## src/rtl/router_pkg.sv

```systemverilog
`default_nettype none
// ============================================================================
// Module      : router_pkg
// Description : Shared types and constants for the router address generator.
// Revision    : 1.0
// ============================================================================
package router_pkg;

    localparam int AG_ADDR_WIDTH  = 6;
    localparam int AG_SA_BITS     = 2;
    localparam int AG_KERNEL_SIZE = 3;
    localparam int K2             = AG_KERNEL_SIZE * AG_KERNEL_SIZE;
    localparam int K2_BITS        = $clog2(K2);

    typedef enum logic [0:0] {
        AG_IDLE  = 1'b0,
        AG_FETCH = 1'b1
    } ag_state_t;

    typedef struct packed {
        logic [AG_ADDR_WIDTH-1:0] x;
        logic [AG_ADDR_WIDTH-1:0] y;
        logic [AG_SA_BITS-1:0]    row;
    } ag_req_t;

    // Index width that never collapses to zero bits.
    function automatic int bits_of(input int n);
        return (n <= 1) ? 1 : $clog2(n);
    endfunction

endpackage
`default_nettype wire

```

## src/rtl/router_req_fifo.sv

```systemverilog
`default_nettype none
// ============================================================================
// Module      : router_req_fifo
// Description : Synchronous request FIFO (ag_req_t) with flush, full/empty.
// Revision    : 1.0
// ============================================================================
module router_req_fifo
    import router_pkg::*;
#(
    parameter int REQ_DEPTH = 4
)
(
    input  logic    i_clk,
    input  logic    i_rst,
    input  logic    i_flush,
    input  logic    i_push,
    input  ag_req_t i_wdata,
    input  logic    i_pop,
    output ag_req_t o_rdata,
    output logic    o_full,
    output logic    o_empty
);

    localparam int PTR_BITS = bits_of(REQ_DEPTH);

    ag_req_t               r_mem [REQ_DEPTH];
    logic [PTR_BITS-1:0]   r_wptr;
    logic [PTR_BITS-1:0]   r_rptr;
    logic [PTR_BITS:0]     r_count;
    logic                  w_push;
    logic                  w_pop;

    assign o_full  = (r_count == (PTR_BITS+1)'(REQ_DEPTH));
    assign o_empty = (r_count == '0);
    assign w_push  = i_push && !o_full;
    assign w_pop   = i_pop && !o_empty;
    assign o_rdata = r_mem[r_rptr];

    always_ff @(posedge i_clk) begin
        if (w_push) begin
            r_mem[r_wptr] <= i_wdata;
        end
    end

    // Depth is a power of two, so the pointers wrap naturally.
    always_ff @(posedge i_clk or posedge i_rst) begin
        if (i_rst) begin
            r_wptr  <= '0;
            r_rptr  <= '0;
            r_count <= '0;
        end else if (i_flush) begin
            r_wptr  <= '0;
            r_rptr  <= '0;
            r_count <= '0;
        end else begin
            if (w_push) begin
                r_wptr <= r_wptr + PTR_BITS'(1);
            end
            if (w_pop) begin
                r_rptr <= r_rptr + PTR_BITS'(1);
            end
            case ({w_push, w_pop})
                2'b10:   r_count <= r_count + (PTR_BITS+1)'(1);
                2'b01:   r_count <= r_count - (PTR_BITS+1)'(1);
                default: r_count <= r_count;
            endcase
        end
    end

endmodule
`default_nettype wire

```

## src/rtl/router_addr_gen.sv

```systemverilog
`default_nettype none
// ============================================================================
// Module      : router_addr_gen
// Description : Expands queued output-pixel requests into kernel-window SRAM
//               reads and writes the returned activations to SA row buffers.
// Revision    : 1.0
// ============================================================================
module router_addr_gen
    import router_pkg::*;
#(
    parameter int SA_HEIGHT   = 4,
    parameter int KERNEL_SIZE = AG_KERNEL_SIZE,
    parameter int ADDR_WIDTH  = AG_ADDR_WIDTH,
    parameter int DATA_WIDTH  = 8,
    parameter int REQ_DEPTH   = 4,
    localparam int SA_BITS    = bits_of(SA_HEIGHT),
    localparam int IDX_BITS   = (KERNEL_SIZE == AG_KERNEL_SIZE) ? K2_BITS
                                : bits_of(KERNEL_SIZE * KERNEL_SIZE)
)
(
    input  logic                  i_clk,
    input  logic                  i_rst,
    input  logic                  i_reg_clear,
    input  logic [ADDR_WIDTH-1:0] i_start_addr,
    input  logic [ADDR_WIDTH-1:0] i_i_size,
    input  logic                  i_req_valid,
    input  logic [ADDR_WIDTH-1:0] i_req_x,
    input  logic [ADDR_WIDTH-1:0] i_req_y,
    input  logic [SA_BITS-1:0]    i_req_row,
    output logic                  o_req_ready,
    output logic                  o_sram_ren,
    output logic [ADDR_WIDTH-1:0] o_sram_addr,
    input  logic [DATA_WIDTH-1:0] i_sram_rdata,
    output logic                  o_rb_wr_en,
    output logic [SA_BITS-1:0]    o_rb_row,
    output logic [IDX_BITS-1:0]   o_rb_idx,
    output logic [DATA_WIDTH-1:0] o_rb_wdata,
    output logic                  o_row_done,
    output logic                  o_idle,
    output logic                  o_overflow
);

    localparam int                    KIDX_BITS = bits_of(KERNEL_SIZE);
    localparam logic [KIDX_BITS-1:0]  K_LAST    = KIDX_BITS'(KERNEL_SIZE - 1);

    ag_req_t               w_fifo_in;
    ag_req_t               w_fifo_head;
    logic                  w_full;
    logic                  w_empty;
    logic                  w_push;
    logic                  w_pop;

    ag_state_t             r_state;
    ag_state_t             w_nxt_state;
    ag_req_t               r_cur;
    ag_req_t               w_nxt_cur;
    logic [KIDX_BITS-1:0]  r_kx;
    logic [KIDX_BITS-1:0]  r_ky;
    logic [KIDX_BITS-1:0]  w_nxt_kx;
    logic [KIDX_BITS-1:0]  w_nxt_ky;
    logic [ADDR_WIDTH-1:0] r_addr;
    logic [ADDR_WIDTH-1:0] w_nxt_addr;
    logic [IDX_BITS-1:0]   w_idx;
    logic                  w_win_last;

    logic                  r_pl_valid;
    logic                  r_pl_last;
    logic [SA_BITS-1:0]    r_pl_row;
    logic [IDX_BITS-1:0]   r_pl_idx;
    logic                  r_ovf;

    assign w_fifo_in = '{x:   AG_ADDR_WIDTH'(i_req_x),
                         y:   AG_ADDR_WIDTH'(i_req_y),
                         row: AG_SA_BITS'(i_req_row)};
    assign w_push    = i_req_valid && !w_full && !i_reg_clear;

    router_req_fifo #(
        .REQ_DEPTH (REQ_DEPTH)
    ) u_req_fifo (
        .i_clk   (i_clk),
        .i_rst   (i_rst),
        .i_flush (i_reg_clear),
        .i_push  (w_push),
        .i_wdata (w_fifo_in),
        .i_pop   (w_pop),
        .o_rdata (w_fifo_head),
        .o_full  (w_full),
        .o_empty (w_empty)
    );

    assign w_win_last = (r_kx == K_LAST) && (r_ky == K_LAST);
    assign w_idx      = IDX_BITS'(r_kx) * IDX_BITS'(KERNEL_SIZE) + IDX_BITS'(r_ky);

    // Window walk: ky fastest; the last element chains straight into the next request.
    always_comb begin
        w_pop       = 1'b0;
        w_nxt_state = r_state;
        w_nxt_cur   = r_cur;
        w_nxt_kx    = r_kx;
        w_nxt_ky    = r_ky;
        case (r_state)
            AG_IDLE: begin
                if (!w_empty) begin
                    w_pop       = 1'b1;
                    w_nxt_cur   = w_fifo_head;
                    w_nxt_kx    = '0;
                    w_nxt_ky    = '0;
                    w_nxt_state = AG_FETCH;
                end
            end
            AG_FETCH: begin
                if (r_ky != K_LAST) begin
                    w_nxt_ky = r_ky + KIDX_BITS'(1);
                end else begin
                    w_nxt_ky = '0;
                    if (r_kx != K_LAST) begin
                        w_nxt_kx = r_kx + KIDX_BITS'(1);
                    end else begin
                        w_nxt_kx = '0;
                        if (!w_empty) begin
                            w_pop     = 1'b1;
                            w_nxt_cur = w_fifo_head;
                        end else begin
                            w_nxt_state = AG_IDLE;
                        end
                    end
                end
            end
            default: w_nxt_state = AG_IDLE;
        endcase
    end

    // Evaluated at ADDR_WIDTH bits so the address wraps modulo 2^ADDR_WIDTH.
    assign w_nxt_addr = i_start_addr
                      + (ADDR_WIDTH'(w_nxt_cur.x) + ADDR_WIDTH'(w_nxt_kx)) * i_i_size
                      + ADDR_WIDTH'(w_nxt_cur.y) + ADDR_WIDTH'(w_nxt_ky);

    always_ff @(posedge i_clk or posedge i_rst) begin
        if (i_rst) begin
            r_state    <= AG_IDLE;
            r_cur      <= '0;
            r_kx       <= '0;
            r_ky       <= '0;
            r_addr     <= '0;
            r_pl_valid <= 1'b0;
            r_pl_last  <= 1'b0;
            r_pl_row   <= '0;
            r_pl_idx   <= '0;
            r_ovf      <= 1'b0;
        end else if (i_reg_clear) begin
            r_state    <= AG_IDLE;
            r_cur      <= '0;
            r_kx       <= '0;
            r_ky       <= '0;
            r_addr     <= '0;
            r_pl_valid <= 1'b0;
            r_pl_last  <= 1'b0;
            r_pl_row   <= '0;
            r_pl_idx   <= '0;
            r_ovf      <= 1'b0;
        end else begin
            r_state    <= w_nxt_state;
            r_cur      <= w_nxt_cur;
            r_kx       <= w_nxt_kx;
            r_ky       <= w_nxt_ky;
            r_addr     <= (w_nxt_state == AG_FETCH) ? w_nxt_addr : '0;
            r_pl_valid <= (r_state == AG_FETCH);
            if (r_state == AG_FETCH) begin
                r_pl_row  <= SA_BITS'(r_cur.row);
                r_pl_idx  <= w_idx;
                r_pl_last <= w_win_last;
            end
            r_ovf      <= r_ovf | (i_req_valid & w_full);
        end
    end

    assign o_req_ready = !w_full;
    assign o_sram_ren  = (r_state == AG_FETCH);
    assign o_sram_addr = r_addr;
    assign o_rb_wr_en  = r_pl_valid;
    assign o_rb_row    = r_pl_row;
    assign o_rb_idx    = r_pl_idx;
    assign o_rb_wdata  = r_pl_valid ? i_sram_rdata : '0;
    assign o_row_done  = r_pl_valid & r_pl_last;
    assign o_idle      = w_empty && (r_state == AG_IDLE) && !r_pl_valid;
    assign o_overflow  = r_ovf;

endmodule
`default_nettype wire

```

## config.mk

```make
export PLATFORM = sky130hd
export DESIGN_NAME = router_addr_gen
export DESIGN_NICKNAME = d
export VERILOG_FILES = /design/src/rtl/router_pkg.sv /design/src/rtl/router_req_fifo.sv /design/src/rtl/router_addr_gen.sv
export SDC_FILE = /design/constraint.sdc
export NUM_CORES = 1
export LEC_CHECK = 0
export BUFFER_PORTS_ARGS = -buffer_cell sky130_fd_sc_hd__buf_2
export CAP_MARGIN = 20
export CORE_ASPECT_RATIO = 1.1
export CORE_MARGIN = 8
export CORE_UTILIZATION = 45
export DETAILED_ROUTE_END_ITERATION = 12
export GPL_ROUTABILITY_DRIVEN = 1
export PLACE_DENSITY = 0.74
export SETUP_SLACK_MARGIN = 0.4
export SLEW_MARGIN = 20
export SYNTH_ARGS = -nofsm -noshare
export SYNTH_HDL_FRONTEND = slang
export SYNTH_SLANG_ARGS = --single-unit
```

## constraint.sdc

```tcl
create_clock -name i_clk -period 6.93 [get_ports i_clk]
set_clock_uncertainty 0.1 [all_clocks]
set_input_delay 0.3465 -clock i_clk [delete_from_list [all_inputs] [get_ports i_clk]]
set_output_delay 0.3465 -clock i_clk [all_outputs]
set_load 0.1 [all_outputs]
```

==> flow_metrics.env, run 1 <==
export IMPL_syn_to_final_growth_pct=16.7
export IMPL_vias=3157
export IMPL_dr_pass1_iters=6
export IMPL_io_pins=64
export IMPL_drv_slew=0
export IMPL_yosys_area_top_type="edfxtp_1"
export IMPL_ys_ff_latch=97
export IMPL_first_global_vias=3398
export IMPL_clkPwrFrac=0.162
export IMPL_start_util=0.455
export IMPL_max_freq_mhz=160
export IMPL_power_mw=2.97
export IMPL_arrival_ns=6.37
export IMPL_via_per_inst=5.05
export IMPL_syn_cell_area_mm2=0.00513
export IMPL_fin_crit_sh=0.902
export IMPL_hpwl_um=7450
export IMPL_vdd_drop_max_mv=0.238
export IMPL_antenna_left=0
export IMPL_layout_drive_gt1_share=0.257
export IMPL_slowest_delay_ns=0.57
export IMPL_wl_um=10000
export IMPL_seqPwrFrac=0.253
export IMPL_setup_viol=0
export IMPL_clock_sinks=97
export IMPL_io_buffers=63
export IMPL_syn_nets=476
export IMPL_ys_top_cells_by_count="edfxtp_1, dfrtp_1, nor2_1, inv_1, nand2_1"
export IMPL_synthMostInstantiatedCell="edfxtp_1"
export IMPL_tightest_slew_ns=0.739
export IMPL_ys_seq_area_frac=0.528
export IMPL_start_kind="register"
export IMPL_dpl_cell_area_mm2=0.00563
export IMPL_p_per_area_mw_per_mm2=496
export IMPL_p_sw_frac=0.430
export IMPL_relSlewSlack=0.508
export IMPL_cap_viol_max_count=0
export IMPL_cp_max_fo=6
export IMPL_synth_top_area_frac=0.328
export IMPL_clk_pin_slew_ns=0.07
export IMPL_crit_slowest_cell="fa_1"
export IMPL_grt_start_max_net_pins=42
export IMPL_antenna_found_initial=0
export IMPL_grt_ovfl_total=0
export IMPL_synthTopCellsByArea="edfxtp_1, dfrtp_1, fa_1, mux4_2, ha_1"
export IMPL_path_delay_family="adder cells"
export IMPL_drtIter0Drc=164
export IMPL_place_ws_ns=0.476
export IMPL_syn_inst=396
export IMPL_async_flop_share=0.423
export IMPL_grt_pass1_wl_um=16800
export IMPL_fp_dieW_um=118
export IMPL_die_h_um=128
export IMPL_rsz0062_at_grt="false"
export IMPL_htree_num_levels=3
export IMPL_avgSynthCellArea_um2=13.0
export IMPL_synth_flop_cell="edfxtp_1"
export IMPL_fp_row_count=41
export IMPL_switching_power_mw=1.28
export IMPL_pwr_share_comb=0.585
export IMPL_critPathKind="reg2reg"
export IMPL_drc=0
export IMPL_path_buf_inv=4
export IMPL_synth_edf_count=56
export IMPL_die_area_mm2=0.0151
export IMPL_track_usage=0.137
export IMPL_core_area_mm2=0.0113
export IMPL_period_needed_ns=6.25
export IMPL_avgRoutedWirePerCell_um=16.0
export IMPL_yosys_warnings=0
export IMPL_routabilityCongestion=0.801
export IMPL_worst_slack_ns=0.681
export IMPL_cts_buffer_depth=2
export IMPL_worstPathRequired_ns=7.05
export IMPL_cts_made_buffers=9
export IMPL_fin_setup_tns_ns=0
export IMPL_cts_tree="built"
export IMPL_num_antenna_cells=0
export IMPL_ys_types=44
export IMPL_critPathCaptureType="register"
export IMPL_min_path_type="in2async"
export IMPL_intPower_mw=1.69
export IMPL_root_buffer="clkbuf_16"
export IMPL_outcome="finished clean"
export IMPL_nets=550
export IMPL_fin_area_mm2=0.00598
export IMPL_leakage_nw=2.59
export IMPL_clkLatencyLatePin_ns=0.34
export IMPL_hold_viol=0
## registers in the layout, indices dropped and copies added (netlist names), 2 cells and up
signal and cells:
o_rb_row 2, u_req_fifo.r_rptr 2, r_kx 2, o_rb_idx 4
r_cur 14, o_sram_addr 6, u_req_fifo.r_mem 56, r_ky 2
u_req_fifo.r_wptr 2, u_req_fifo.r_count 3
## metal layers
metal	vias up	GRT usage	routed length, um
li1	1517	-	-
met1	1573	0.173	4440
met2	56	0.235	5160
met3	11	0.0286	276
met4	0	0.0347	147
met5	-	0	0
## stage by stage
step | utilization | hold slack, ns | cells
6_report | 0.530 | 0.0263 | 625
5_1_grt | 0.530 | 0.0870 | 625
4_1_cts | 0.525 | 0.0500 | 620
3_5_place_dp | 0.499 | 0.412 | 604
3_3_place_gp | 0.499 | 0.402 | 604
2_1_floorplan | - | 0.345 | 396
## worst paths after layout
| kind | end | slack, ns | startpoint | cells after the start |
|---|---|---|---|---|
| min reg2reg | o_overflow$_DFF_PP0_ | 0.42 | o_overflow$_DFF_PP0_ | 2 |
| min | o_rb_idx[2]$_DFFE_PP0P_ | 0.03 | i_rst | 3 |
| max reg2reg | o_sram_addr[5]$_DFF_PP0_ | 0.68 | r_kx[0]$_DFF_PP0_ | 25 |
| min in group i_clk | u_req_fifo.r_mem[0][1]$_DFFE_PP_ | 0.12 | i_req_row[1] | 1 |
| max in group asynchronous | r_kx[0]$_DFF_PP0_ | 6.31 | i_rst | 3 |
| max | o_sram_addr[5]$_DFF_PP0_ | 0.68 | r_kx[0]$_DFF_PP0_ | 25 |
## kinds of logic after synthesis
group | count (synthesis) | share of synthesized area
adder cells (fa/ha/maj) | 42 | 0.130
AND/OR/NAND/NOR | 119 | 0.115
buffers and inverters | 49 | 0.0373
AO/OA/AOI/OAI | 36 | 0.0527
XOR/XNOR | 21 | 0.0385
multiplexers | 32 | 0.0985
flip-flops | 97 | 0.528
## worst register-to-register path, cell delays in order, from the launching register on
cell and delay [ns]:
dfrtp_2 0.45, inv_1 0.10, ha_1 0.21, and3b_2 0.25
o21ai_4 0.09, nand2_1 0.11, nand2_1 0.07, ha_1 0.25
fa_2 0.46, xnor2_2 0.23, nand2_1 0.13, fa_1 0.57
inv_1 0.05, ha_1 0.26, inv_1 0.05, fa_1 0.51
fa_1 0.56, inv_1 0.04, ha_1 0.31, a21oi_1 0.16
xnor2_1 0.17, xnor3_1 0.38, xnor2_2 0.18, nand3_1 0.13
a21oi_2 0.14, and3b_1 0.18
## layout make-up
class	count	area, um2
Clock inverter	7	61.3
Inverter	37	139
Tap cell	150	188
Sequential cell	97	2710
Multi-Input combinational cell	250	2260
Timing Repair Buffer	75	405
Clock buffer	9	225
Fill cell	970	5300
## cell usage in the layout (no fill, tap or decap), types with 3 or more instances in the layout
| cell | synthesis | final |
|---|---|---|
| a21o_1 | 4 | 4 |
| a21oi_1 | 12 | 12 |
| a31oi_1 | 4 | 4 |
| and2_1 | 23 | 23 |
| buf_2 | 0 | 63 |
| buf_4 | 0 | 12 |
| clkbuf_16 | 0 | 9 |
| dfrtp_1 | 41 | 40 |
| edfxtp_1 | 56 | 56 |
| fa_1 | 19 | 18 |
| ha_1 | 23 | 23 |
| inv_1 | 37 | 37 |
| mux2i_1 | 15 | 15 |
| mux4_2 | 13 | 13 |
| nand2_1 | 34 | 34 |
| nand3_1 | 8 | 8 |
| nor2_1 | 38 | 38 |
| nor2b_1 | 4 | 4 |
| nor3_1 | 3 | 3 |
| xnor2_1 | 15 | 13 |
| xor2_1 | 5 | 5 |
## power groups by stage
stage | clock network, mW | registers, mW | logic (mW)
final | 0.482 | 0.752 | 1.74
after global routing | 0.513 | 0.763 | 1.94
after global placement | 0 | 0.759 | 1.62
after CTS | 0.488 | 0.753 | 1.69
after floorplan | 0 | 0.886 | 1.24
after detailed placement | 0 | 0.764 | 1.68
## timing repair
| action | CTS | global route |
|---|---|---|
| hold buffers | 0 | 0 |
| setup buffers | 0 | 5 |
| setup endpoints to repair | 0 | 1 |
| resized for setup | 0 | 7 |
No activity file was read; power rests on OpenSTA's default activity.
==> inputs of run 2 (changes only) <==
Settings changed: ABC_AREA set to 1.
==> flow_metrics.env, run 2 <==
export IMPL_rsz0062_at_grt="false"
export IMPL_yosys_warnings=0
export IMPL_vias=3769
export IMPL_p_per_area_mw_per_mm2=510
export IMPL_num_antenna_cells=0
export IMPL_synthTopCellsByArea="edfxtp_1, dfrtp_1, fa_1, nand2_1, inv_1"
export IMPL_ys_seq_area_frac=0.515
export IMPL_track_usage=0.147
export IMPL_fin_crit_sh=0.819
export IMPL_htree_num_levels=3
export IMPL_max_freq_mhz=176
export IMPL_syn_cell_area_mm2=0.00526
export IMPL_final_cell_mix="nand2_1, inv_1, buf_2"
export IMPL_min_path_type="in2async"
export IMPL_p_sw_frac=0.466
export IMPL_final_cells=760
export IMPL_wl_um=10800
export IMPL_grt_start_max_net_pins=42
export IMPL_switching_power_mw=1.44
export IMPL_cts_buffer_depth=2
export IMPL_dp_cells=744
export IMPL_die_area_mm2=0.0154
export IMPL_tightest_slew_ns=0.591
export IMPL_hold_viol=0
export IMPL_dpl_cell_area_mm2=0.00573
export IMPL_syn_nets=619
export IMPL_outcome="finished clean"
export IMPL_fp_dieW_um=119
export IMPL_ys_types=37
export IMPL_clk_pin_slew_ns=0.08
export IMPL_die_h_um=129
export IMPL_hold_ws_ns=0.0289
export IMPL_ctsHoldBuffers=0
export IMPL_seqPwrFrac=0.246
export IMPL_syn_to_final_growth_pct=15.4
export IMPL_clock_sinks=97
export IMPL_arrival_ns=5.84
export IMPL_start_util=0.459
export IMPL_async_flop_share=0.423
export IMPL_drv_slew=0
export IMPL_cts_repair_resized=0
export IMPL_avgSynthCellArea_um2=9.75
export IMPL_power_mw=3.09
export IMPL_cp_max_fo=5
export IMPL_syn_inst=539
export IMPL_synth_top_area_frac=0.320
export IMPL_setup_viol=0
export IMPL_grt_ovfl_total=0
export IMPL_via_per_inst=4.96
export IMPL_antenna_left=0
export IMPL_critPathKind="reg2reg"
export IMPL_avgRoutedWirePerCell_um=14.2
export IMPL_cts_made_buffers=9
export IMPL_top_register="u_req_fifo.r_mem"
export IMPL_yosys_area_top_type="edfxtp_1"
export IMPL_drtIter0Drc=172
export IMPL_io_buffers=63
export IMPL_routabilityCongestion=0.860
export IMPL_r2r_slack_ns=1.26
export IMPL_nFillCells=970
export IMPL_dr_pass1_iters=5
export IMPL_start_kind="register"
export IMPL_cap_viol_max_count=0
export IMPL_clkPwrFrac=0.179
export IMPL_hpwl_um=7920
export IMPL_leakage_nw=2.97
export IMPL_io_pins=64
export IMPL_vdd_drop_max_mv=0.325
export IMPL_grt_pass1_wl_um=18100
export IMPL_clkLatencyLatePin_ns=0.34
export IMPL_cts_tree="built"
export IMPL_largest_register_ffs=56
export IMPL_root_buffer="clkbuf_16"
export IMPL_period_needed_ns=5.67
export IMPL_ys_ff_latch=97
export IMPL_first_global_vias=3874
export IMPL_synth_flop_cell="edfxtp_1"
export IMPL_nets=685
export IMPL_worstPathRequired_ns=7.10
export IMPL_synth_edf_count=56
export IMPL_ys_top_cells_by_count="nand2_1, inv_1, edfxtp_1, nor2_1, dfrtp_1"
export IMPL_synthMostInstantiatedCell="nand2_1"
export IMPL_layout_drive_gt1_share=0.177
export IMPL_critPathCaptureType="register"
export IMPL_drc=0
export IMPL_intPower_mw=1.65
export IMPL_fin_setup_tns_ns=0
export IMPL_fp_row_count=41
export IMPL_relSlewSlack=0.601
export IMPL_final_common_cell="nand2_1"
export IMPL_core_area_mm2=0.0114
export IMPL_antenna_found_initial=0
export IMPL_post_cts_setup_buffers=0
export IMPL_fin_area_mm2=0.00606
export IMPL_pwr_share_comb=0.576
==> run 2: cell count changes after synthesis, moves of 13 or more <==
cell / change
o21ai_0: +29
nand2_1: +66
nand3_1: +23
mux4_2: -13
inv_1: +60
nor2_1: +16
and2_1: -23
==> run 2: path summary, 6_finish.rpt <==
path,startpoint,to,cells past startpoint
setup / recovery,r_kx[0]$_DFF_PP0_,o_sram_addr[5]$_DFF_PP0_,24
hold / removal,i_rst,u_req_fifo.r_count[0]$_DFFE_PP0P_,3
setup reg to reg,r_kx[0]$_DFF_PP0_,o_sram_addr[5]$_DFF_PP0_,24
hold reg to reg,o_rb_idx[1]$_DFFE_PP0P_,o_rb_idx[1]$_DFFE_PP0P_,2
max in group asynchronous,i_rst,r_cur[9]$_DFF_PP0_,3
min in group i_clk,i_req_x[5],u_req_fifo.r_mem[3][13]$_DFFE_PP_,1
==> run 2: per-stage QoR <==
step           setup slack (ns)  utilization
2_1_floorplan              1.26            -
4_1_cts                    1.27        0.530
3_5_place_dp               1.33        0.501
6_report                   1.26        0.530
3_3_place_gp               1.56        0.501
5_1_grt                   0.895        0.530
==> run 2: cell families (layout without fill, tap and decap cells) <==
kind of cell,Yosys count,count (layout),share of synthesized area
compound gates,69,69,0.0752
flops,97,97,0.515
mux,4,4,0.00762
fa+ha+maj,42,42,0.127
buf+inv,116,187,0.0871
simple gates,202,202,0.173
xor+xnor,9,9,0.0150
==> run 2: area by class of cell <==
| cell class | count | area, um2 | area share |
|---|---|---|---|
| clock buffer | 9 | 225 | 0.0371 |
| clock inverter | 7 | 109 | 0.0180 |
| inverter | 102 | 383 | 0.0631 |
| multi-input combinational | 326 | 2090 | 0.345 |
| sequential | 97 | 2710 | 0.447 |
| tap | 150 | 188 | 0.0310 |
| timing repair buffer | 69 | 360 | 0.0594 |
==> run 2: critical path: stages, from the launching register on <==
cell      delay (ns)
dfrtp_1         0.46
inv_1           0.11
ha_1            0.23
o311ai_0        0.55
nand2_1         0.12
ha_1            0.24
fa_1            0.43
nand3_4         0.12
nand2_1         0.05
inv_1           0.08
nand2_1         0.09
fa_1            0.54
inv_1           0.04
ha_1            0.26
inv_1           0.05
fa_1            0.51
fa_1            0.56
inv_1           0.05
ha_1            0.31
a21oi_1         0.18
nand3b_1        0.15
nand3_1         0.10
nand2_1         0.07
nand2_1         0.07
a21oi_2         0.13
==> run 2: metal layers <==
metal / global-route usage / part of all wire / vias up
li1: - / - / 1853
met1: 0.164 / 0.42 / 1795
met2: 0.259 / 0.51 / 100
met3: 0.0352 / 0.054 / 21
met4: 0.0745 / 0.019 / 0
met5: 0 / 0 / -
==> run 2: power by group through the flow <==
| stage | registers, mW | logic (mW) | clock network [mW] |
|---|---|---|---|
| floorplan | 0.885 | 1.33 | 0 |
| global placement | 0.765 | 1.70 | 0 |
| detailed placement | 0.770 | 1.79 | 0 |
| CTS | 0.759 | 1.80 | 0.564 |
| global route | 0.767 | 2.07 | 0.586 |
| finish | 0.759 | 1.78 | 0.552 |
